<file path="src/rtl/cmp_node_nic.sv">
// Node NIC: bridges a CPU's 2-bit-addressed register port to a mesh router port
// with one-packet input and output channel buffers.
module cmp_node_nic #(
  parameter int unsigned DATA_W = 64,
  parameter int unsigned VC_BIT = 0
) (
  input  logic              clk,
  input  logic              reset,
  input  logic [1:0]        addr,
  input  logic [0:DATA_W-1] d_in,
  output logic [0:DATA_W-1] d_out,
  input  logic              nicEn,
  input  logic              nicWrEn,
  output logic              net_si,
  input  logic              net_ri,
  output logic [0:DATA_W-1] net_di,
  input  logic              net_so,
  output logic              net_ro,
  input  logic [0:DATA_W-1] net_do,
  input  logic              net_polarity
);

  typedef enum logic {EMPTY = 1'b0, FULL = 1'b1} chan_state_e;

  chan_state_e       in_state_q, out_state_q;
  logic [0:DATA_W-1] in_buf_q, out_buf_q;
  logic              rd_en, wr_en, in_full, out_full;

  assign rd_en    = nicEn & ~nicWrEn;
  assign wr_en    = nicEn & nicWrEn;
  assign in_full  = (in_state_q == FULL);
  assign out_full = (out_state_q == FULL);

  assign net_ro = ~in_full;
  assign net_di = out_buf_q;
  // Gated by reset so a pending send is withdrawn in the cycle reset is sampled.
  assign net_si = ~reset & out_full & net_ri & (out_buf_q[VC_BIT] == net_polarity);

  always_ff @(posedge clk) begin
    if (reset) begin
      in_state_q  <= EMPTY;
      out_state_q <= EMPTY;
      in_buf_q    <= '0;
      out_buf_q   <= '0;
    end else begin
      case (in_state_q)
        EMPTY: if (net_so) begin
          in_buf_q   <= net_do;
          in_state_q <= FULL;
        end
        FULL: if (rd_en && addr == 2'd0) in_state_q <= EMPTY;
        default: in_state_q <= EMPTY;
      endcase

      // Stores while FULL are dropped even if the send completes this cycle.
      case (out_state_q)
        EMPTY: if (wr_en && addr == 2'd2) begin
          out_buf_q   <= d_in;
          out_state_q <= FULL;
        end
        FULL: if (net_si) out_state_q <= EMPTY;
        default: out_state_q <= EMPTY;
      endcase
    end
  end

  always_comb begin
    d_out = '0;
    if (rd_en) begin
      case (addr)
        2'd0: d_out = in_buf_q;
        2'd1: d_out[DATA_W-1] = in_full;
        2'd2: d_out = out_buf_q;
        2'd3: d_out[DATA_W-1] = out_full;
        default: d_out = '0;
      endcase
    end
  end

endmodule
</file>
<file path="config.mk">
export PLATFORM = sky130hd
export DESIGN_NAME = cmp_node_nic
export DESIGN_NICKNAME = d
export VERILOG_FILES = /design/src/rtl/cmp_node_nic.sv
export SDC_FILE = /design/constraint.sdc
export NUM_CORES = 1
export LEC_CHECK = 0
export CORE_AREA = 8 8 122 124
export CTS_CLUSTER_DIAMETER = 100
export DETAILED_ROUTE_END_ITERATION = 16
export DIE_AREA = 0 0 130 132
export PLACE_DENSITY = 0.84
export SLEW_MARGIN = 15
export SYNTH_ARGS = -nofsm -noshare
export SYNTH_HDL_FRONTEND = slang
export SYNTH_SLANG_ARGS = --single-unit
</file>
<file path="constraint.sdc">
create_clock -name clk -period 3.65 [get_ports clk]
set_input_delay 0.9125 -clock clk [delete_from_list [all_inputs] [get_ports clk]]
set_output_delay 0.9125 -clock clk [all_outputs]
set_load 0.005 [all_outputs]
</file>
* Word level (Yosys, flattened, before mapping)
Index checks and enable logic that the tools add are counted.
** Storage, ports and cells
- Register bits :: 130
- Bits in latches :: 0
- Bits in writable memories :: 0
- Bits in read-only memories :: 0
- Output and inout port bits :: 130
- Word-level logic and storage cells :: 31
- Memories kept :: 0
** Cells by class
- Add/subtract/negate cells :: 0
- Multipliers :: 0
- Div/mod/pow operators :: 0
- Order comparisons :: 0
- Eq/ne operators :: 4
- Shift operators :: 0
- Multiplexer cells :: 9
- Bitwise gates (word level) :: 9
- Reduce and logical (&&, ||, !) cells :: 5
** Operator list (count)
- 63-bit case mux with 2 select lines :: 1
- 64-bit two-way mux :: 1
- 1-bit AND :: 5
- 2-bit == test (second input constant) :: 2
- 1-bit two-way mux :: 4
- 1-bit NOT :: 4
- 1-bit case mux with 2 select lines :: 2
- 1-bit case mux with 4 select lines :: 1
- 2-bit AND reduction :: 2
- 2-bit by 1-bit == test with 1-bit output (second input constant) :: 1
- 1-bit logical AND :: 2
- 2-bit zero test :: 1
- 1-bit == test :: 1

* Logic depth before layout (Yosys ltp)
Gate-level depths: netlist of the first run.
- Depth in word-level cells :: 6
- Depth in mapped cells :: 5

* Least setup slack after synthesis of the first run
No wires, ideal clock.
- Path kind :: input-to-output
- From :: in nicWrEn
- To :: out d_out[10] (netlist bit)
- Data arrival time :: 1.743 ns
- Setup slack :: 0.995 ns
- Stages on the path :: 4
- Path buffers :: 1
- Path through :: nand2b_1 > nor3_4 > buf_2 > a22o_1
** On the way
- Word-level cells in the longest chain between the ends :: 3
** Ends and longest elaborated chain
- start: declaration :: line 13 : input logic nicWrEn,
- 1-bit NOT :: line 29 : assign rd_en = nicEn & ~nicWrEn;
- 1-bit AND :: line 29
- 64-bit two-way mux :: line 69 : if (rd_en) begin
- end: declaration :: line 11 : output logic [0:DATA_W-1] d_out,
Every way passes these cells.

* Final worst setup path of the first run
- From :: in nicWrEn
- To :: out d_out[22] (netlist bit)
The elaborated chain is that of the path after synthesis.

==> results of run 1 <==
power groups by stage:
stage,registers (mW),clock network [mW],logic [mW]
final,1.52,1.90,0.430
after global routing,1.53,1.98,0.465
after CTS,1.52,1.92,0.417
after detailed placement,1.55,0,0.404
after global placement,1.55,0,0.397
after floorplan,1.53,0,0.169
cell usage in the layout (no fill, tap or decap), drive strengths merged, types with 4 or more instances in the layout:
| cell | instances |
|---|---|
| dlymetal6s2s | 60 |
| dlygate4sd2 | 5 |
| clkdlybuf4s50 | 200 |
| a21oi | 64 |
| nand2b | 4 |
| dfxtp | 130 |
| a22o | 63 |
| clkbuf | 26 |
| buf | 34 |
| bufinv | 5 |
| nand2 | 257 |
| mux2i | 64 |
worst paths after layout:
check	start	endpoint	cells after the start
hold reg to reg	in_buf_q[4]$_SDFFE_PP0P_	in_buf_q[4]$_SDFFE_PP0P_	2
setup / recovery	nicWrEn	d_out[22]	8
hold / removal	in_buf_q[4]$_SDFFE_PP0P_	in_buf_q[4]$_SDFFE_PP0P_	2
setup reg to reg	in_full$_SDFF_PP0_	in_buf_q[39]$_SDFFE_PP0P_	4
logic make-up after synthesis:
family | Yosys count | synth area share, %
XOR/XNOR | 1 | 0.158
flip-flops | 130 | 47.1
AND/OR/NAND/NOR | 268 | 19.2
AO/OA/AOI/OAI | 129 | 16.1
multiplexers | 65 | 12.0
buffers and inverters | 56 | 5.52
timing repair:
action                                  CTS  global route
resized for setup                        14            65
pin swaps                                 4             2
endpoints found under the setup margin   64            61
gates cloned                              2             4
buffers inserted                          4            12
per-stage QoR:
stage	utilization (%)	setup TNS (ps)	std cells	worst slack (ps)
6_report	72.5	-17.4	1105	-17.4
5_1_grt	72.5	-64.5	1105	-64.5
4_1_cts	69.7	0	1089	4.55
3_5_place_dp	63.8	-5000	1051	-117
3_3_place_gp	63.8	-2380	1051	-87.9
2_1_floorplan	-	0	649	995
state kept, by name, summed over array words and instances, names as in the netlist:
name	cells
in_buf_q	64
in_full	1
net_di	64
out_full	1
layout make-up:
| type | count | area, µm² |
|---|---|---|
| inverter | 2 | 10.0 |
| clock inverter | 9 | 175 |
| multi-input combinational | 463 | 2640 |
| clock buffer | 23 | 488 |
| timing repair buffer | 302 | 3270 |
| tap | 176 | 220 |
| fill | 927 | 3570 |
| sequential | 130 | 2600 |
critical path, stage by stage:
cell and delay, ps:
clkdlybuf4s50_1 430, nand2b_4 180, buf_4 150, nor2_4 120
buf_12 150, buf_12 140, a22o_1 160, clkdlybuf4s50_1 510
layer usage:
layer,up-vias,wire length (µm)
met5,-,0
met2,264,10700
met1,2717,8470
met4,0,551
met3,31,2090
li1,2723,-
==> summary.txt, run 1 <==
GRT
  • Met2 usage in global routing: 39.7%
  • GR Layer Usage met3: 8.62%
  • Vias in the first global route: 5619
  • GRT Total Usage: 23.3%
  • Largest net degree at the start of global routing: 130
  • Overflow after GRT: 0
  • Busiest grt layer: met2
  • First-pass GRT wire length: 31000 µm
  • M1 GR Usage: 25.5%
  • Initial antenna violation count: 0

Power
  • Psw: 846 µW
  • LEAKAGE: 4.57 nW
  • Clock share of power: 49.4%
  • Comb pwr share: 11.2%
  • Sequential share of power: 39.5%
  • Cell area power density: 409 nW/µm²
  • Net Sw Frac: 22.0%
  • Int Power: 3.01 mW
  • Worst VDD drop: 0.000280 V
  • Pwr Total: 3.85 mW

Detailed routing
  • Vias: 5735
  • DR pass1 iterations: 5
  • Via density: 5.19
  • Final ANT Viol Nets: 0
  • Drt wl/cell: 19.7 µm
  • DRC: 0
  • Post-Route WL: 21800 µm
  • Starting DRT DRC Count: 377

Place
  • I/O Buffers: 266
  • Final GP Congestion: 0.767
  • Hpwl dp: 13500 µm
  • Post-Place Cell Area: 8280 µm²

Yosys
  • Synth area leaders: dfxtp_1 (47%), nand2_1 (17%), mux2i_1 (12%)
  • Leading area contributor after synthesis: dfxtp_1
  • Dominant synthesized flop cell: dfxtp_1
  • Post-Syn Nets: 786
  • Top cells by count, synth: nand2_1 (257), dfxtp_1 (130), a21oi_1 (64), mux2i_1 (64), a22o_1 (63)
  • Most frequent cell after synthesis: nand2_1
  • Syn Area/Cell: 8.52 µm²
  • Cells after synthesis: 649
  • Synthesized area: 5530 µm²
  • Post-synthesis sequential area ratio: 47.1%
  • Unique masters post-synth: 24
  • Yosys warns: 0
  • Number of synthesized flops with an enable pin: 0
  • Asr flop ratio synth: 0%
  • Number of synthesized register bits: 130
  • Post-synth top area share: 47.1%

Clock network
  • Clock Sinks: 130
  • CTS tree: built
  • Num CTS Buffers: 17
  • CTS root buffer: clkbuf_16
  • Clock Tree Buf Depth: 2
  • H-tree Lvls: 4
  • Clk slew on worst S/H paths: 60 ps
  • Hold-fix buffers at CTS: 0
  • Worst-Skew Late Latency: 420 ps

STA
  • Final max-slew violation count: 0
  • Final Skew: 6.64 ps
  • Hold Fails Final Rpt: 0
  • Post-route minimum period: 3670 ps
  • Ratio of final minimum period to clock period: 100%
  • Worst-margin pin slew: 777 ps
  • Worst setup margin: -17.4 ps
  • Worst slew margin: 48.2%
  • Final setup violation count: 1
  • RSZ-0062 raised after global routing: true
  • Fmax: 0.273 GHz
  • WHS: 456 ps

Run
  • Max-Cap Viols: 0

Floorplanning
  • Die H: 132 µm
  • Ports: 267
  • Core Region: 13000 µm²
  • Row count: 42
  • Die width: 130 µm
  • Starting Density: 42.6%
  • Total Die Area: 17200 µm²

Cells and area
  • Layout area overhead: 70.2%
  • Post-layout nets: 1053
  • Share of cells above drive strength 1: 8.18%
  • Diode count: 0
  • Finished Cell Area: 9410 µm²

Worst setup path
  • Startpoint types: input pin
  • Flop-to-flop setup slack: 1980 ps
  • Req. time, crit path: 2740 ps
  • Crit Path Max Fanout: 9
  • Crit Path Category: input pin to output pin
  • Worst Setup End Kind: output pin
  • Crit path arrival time: 2750 ps

Outcome
  • Violated checks: negative setup slack
  • Run status: complete, but fails checks

Min path
  • Worst hold path class: flip-flop to flip-flop
No activity file was read; power rests on OpenSTA's default activity.
==> run 2: changes to the inputs <==
--- a/config.mk
+++ b/config.mk
@@ -5,11 +5,11 @@
 export SDC_FILE = /design/constraint.sdc
 export NUM_CORES = 1
 export LEC_CHECK = 0
-export CORE_AREA = 8 8 122 124
+export CORE_AREA = 8 8 143 105
 export CTS_CLUSTER_DIAMETER = 100
 export DETAILED_ROUTE_END_ITERATION = 16
-export DIE_AREA = 0 0 130 132
-export PLACE_DENSITY = 0.84
+export DIE_AREA = 0 0 151 113
+export PLACE_DENSITY = 0.85
 export SLEW_MARGIN = 15
 export SYNTH_ARGS = -nofsm -noshare
 export SYNTH_HDL_FRONTEND = slang
==> run 2 against run 1 <==
  * The flow now finishes without violations
  * Wire length shrank 4.8%
  * Critical path depth is the same
  * Flip-flop and latch count unchanged
  * Clock power decreased by 17%
  * First-iteration DRC count shrank 42%
  * Die area decreased by 0.57%
  * Via count shrank 2.6%
  * Global-route usage grew 0.095 points
  * Cell count is 1.9% lower
  * Largest power group unchanged
  * Highest routed layer is now met5
==> summary.txt, run 2 (same netlist as run 1, synthesis figures left out) <==
Floorplanning
  • Ports: 267 (unchanged)
  • Core Region: 12800 µm² (-1.5%)
  • Row count: 35 (-17%)
  • Starting Density: 43.2% (+0.64 points)
  • Die H: 113 µm (-14%)
  • Die width: 151 µm (+16%)
  • Total Die Area: 17100 µm² (-0.57%)

Worst setup path
  • Flop-to-flop setup slack: 1900 ps (-80 ps)
  • Crit Path Category: input pin to output pin
  • Worst R2R End: in_buf_q[31]$_SDFFE_PP0P_
  • RR Startpoint: in_full$_SDFF_PP0_
  • Crit path arrival time: 2500 ps (-250 ps)
  • Crit Path Max Fanout: 15 (+6)
  • R2R depth: 4 (unchanged)
  • Startpoint types: input pin
  • Req. time, crit path: 2740 ps (about the same)
  • Worst Setup End Kind: output pin

STA
  • Worst setup margin: 241 ps (+259 ps)
  • Fmax: 0.293 GHz (+7.6%)
  • Final Skew: 9.29 ps (+2.66 ps)
  • Hold Fails Final Rpt: 0 (unchanged)
  • Final setup violation count: 0 (-1)
  • Post-route minimum period: 3410 ps (-259 ps)
  • WHS: 456 ps (+0.291 ps)
  • RSZ-0062 raised after global routing: false
  • Final max-slew violation count: 0 (unchanged)
  • Ratio of final minimum period to clock period: 93.4% (-7.1 points)
  • Worst slew margin: 47.5% (-0.67 points)
  • Worst-margin pin slew: 787 ps (+10.1 ps)

Power
  • Cell area power density: 388 nW/µm² (-5.3%)
  • Pwr Total: 3.51 mW (-8.8%)
  • Worst VDD drop: 0.000359 V (+28%)
  • LEAKAGE: 3.50 nW (-23%)

Place
  • Post-Place Cell Area: 8290 µm² (about the same)
  • Place WS: -183 ps (-66.7 ps)
  • I/O Buffers: 266 (unchanged)
  • Hpwl dp: 13900 µm (+3.4%)
  • Final GP Congestion: 0.814 (+6.1%)

Cells and area
  • Post-layout nets: 1043 (-0.95%)
  • Multi-input gate area: 2640 µm² (unchanged)
  • Layout area overhead: 63.9%
  • Share of cells above drive strength 1: 7.19% (-0.99 points)
  • Post-layout util: 70.8% (-1.7 points)
  • Most common cell after layout, fill and taps aside: nand2_1
  • Finished Cell Area: 9060 µm² (-3.7%)
  • Fillers: 1028 (+11%)
  • Diode count: 0 (unchanged)
  • Most frequent cells in the layout: nand2_1 (257), clkdlybuf4s50_1 (241), dfxtp_1 (130)
  • Register area: 2600 µm² (unchanged)

Clock network
  • Num CTS Buffers: 17 (unchanged)
  • Clock Sinks: 130 (unchanged)
  • Hold-fix buffers at CTS: 0 (unchanged)
  • Clock Tree Buf Depth: 2 (unchanged)
  • Worst-Skew Late Latency: 400 ps (-20 ps)
  • CTS tree: built
  • H-tree Lvls: 4 (unchanged)
  • Clk slew on worst S/H paths: 50 ps (about the same)
  • CTS root buffer: clkbuf_16

Detailed routing
  • Post-Route WL: 20700 µm (-4.8%)
  • DR pass1 iterations: 4 (-1)
  • Vias: 5588 (-2.6%)
  • Via density: 5.15 (-0.68%)
  • DRC: 0 (unchanged)
  • Drt wl/cell: 19.1 µm (-3.0%)
  • Final ANT Viol Nets: 0 (unchanged)
  • Starting DRT DRC Count: 220 (-42%)

GRT
  • Largest net degree at the start of global routing: 67 (-48%)
  • Initial antenna violation count: 1 (+1)
  • GRT Total Usage: 23.4% (+0.095 points)
  • First-pass GRT wire length: 31300 µm (+0.98%)
  • Vias in the first global route: 5725 (+1.9%)
  • Overflow after GRT: 0 (unchanged)

Outcome
  • Run status: completed

Min path
  • Worst hold path class: flip-flop to flip-flop
  • Hold path endpoint: in_buf_q[23]$_SDFFE_PP0P_
  • Hold wc startpoint: in_buf_q[23]$_SDFFE_PP0P_
  • Worst hold stages: 2 (unchanged)

Run
  • Max-Cap Viols: 0 (unchanged)
==> run 2: cell types whose count changed in the layout (fill, tap and decap cells not counted), moves of 2 or more <==
cell | before | now
buf_16 | 2 | 4
buf_4 | 21 | 12
bufinv_16 | 5 | 1
clkbuf_8 | 4 | 0
clkdlybuf4s50_1 | 200 | 241
clkinv_2 | 2 | 4
clkinv_4 | 0 | 3
clkinvlp_4 | 2 | 4
dlygate4sd2_1 | 5 | 18
dlymetal6s2s_1 | 60 | 6
==> run 2: routing by layer <==
layer	track usage, %	routed length, µm	up-vias
met3	10.8	2400	27
met2	38.2	9660	235
met4	7.10	327	2
met1	26.8	8300	2623
li1	-	-	2701
met5	0	13	-
==> run 2: layout make-up <==
type	instances	share of cell area (%)
inverter	2	0.110
multi-input combinational	463	29.2
clock inverter	13	1.27
timing repair buffer	292	33.7
sequential	130	28.7
clock buffer	18	4.74
tap	166	2.29
==> run 2: worst max path at each step <==
stage,start,end,slack [ps]
after floorplan,nicWrEn,d_out[10],990
after global routing,nicEn,d_out[3],180
after global placement,nicWrEn,d_out[62],-120
after detailed placement,nicWrEn,d_out[46],-180
final,nicEn,d_out[41],240
after CTS,nicWrEn,d_out[46],-10
==> run 2: timing repair <==
item                       in CTS  in global routing
buffers inserted                5                  3
resized for setup              27                  7
pin swaps                       2                  1
setup endpoints to repair      63                 46
cloned                          3                  2
==> run 2: critical path, cell delays in order <==
cell and delay (ps):
dlygate4sd2_1 270, nand2b_4 90, buf_4 150, nor2_4 100, buf_4 150, clkbuf_16 180, a22o_1 130, clkdlybuf4s50_1 500
==> run 2: stage by stage <==
stage / cells / TNS, ps
after floorplan: 649 / 0
after global placement: 1040 / -3590
after detailed placement: 1040 / -4930
after CTS: 1079 / -16.1
after global routing: 1084 / 0
final: 1084 / 0
==> run 2: where the power goes <==
part / switching, mW / internal, mW / total (mW)
Combinational: 0.181 / 0.244 / 0.425
Sequential: 0.0390 / 1.48 / 1.52
Clock: 0.640 / 0.931 / 1.57
Total: 0.860 / 2.65 / 3.51
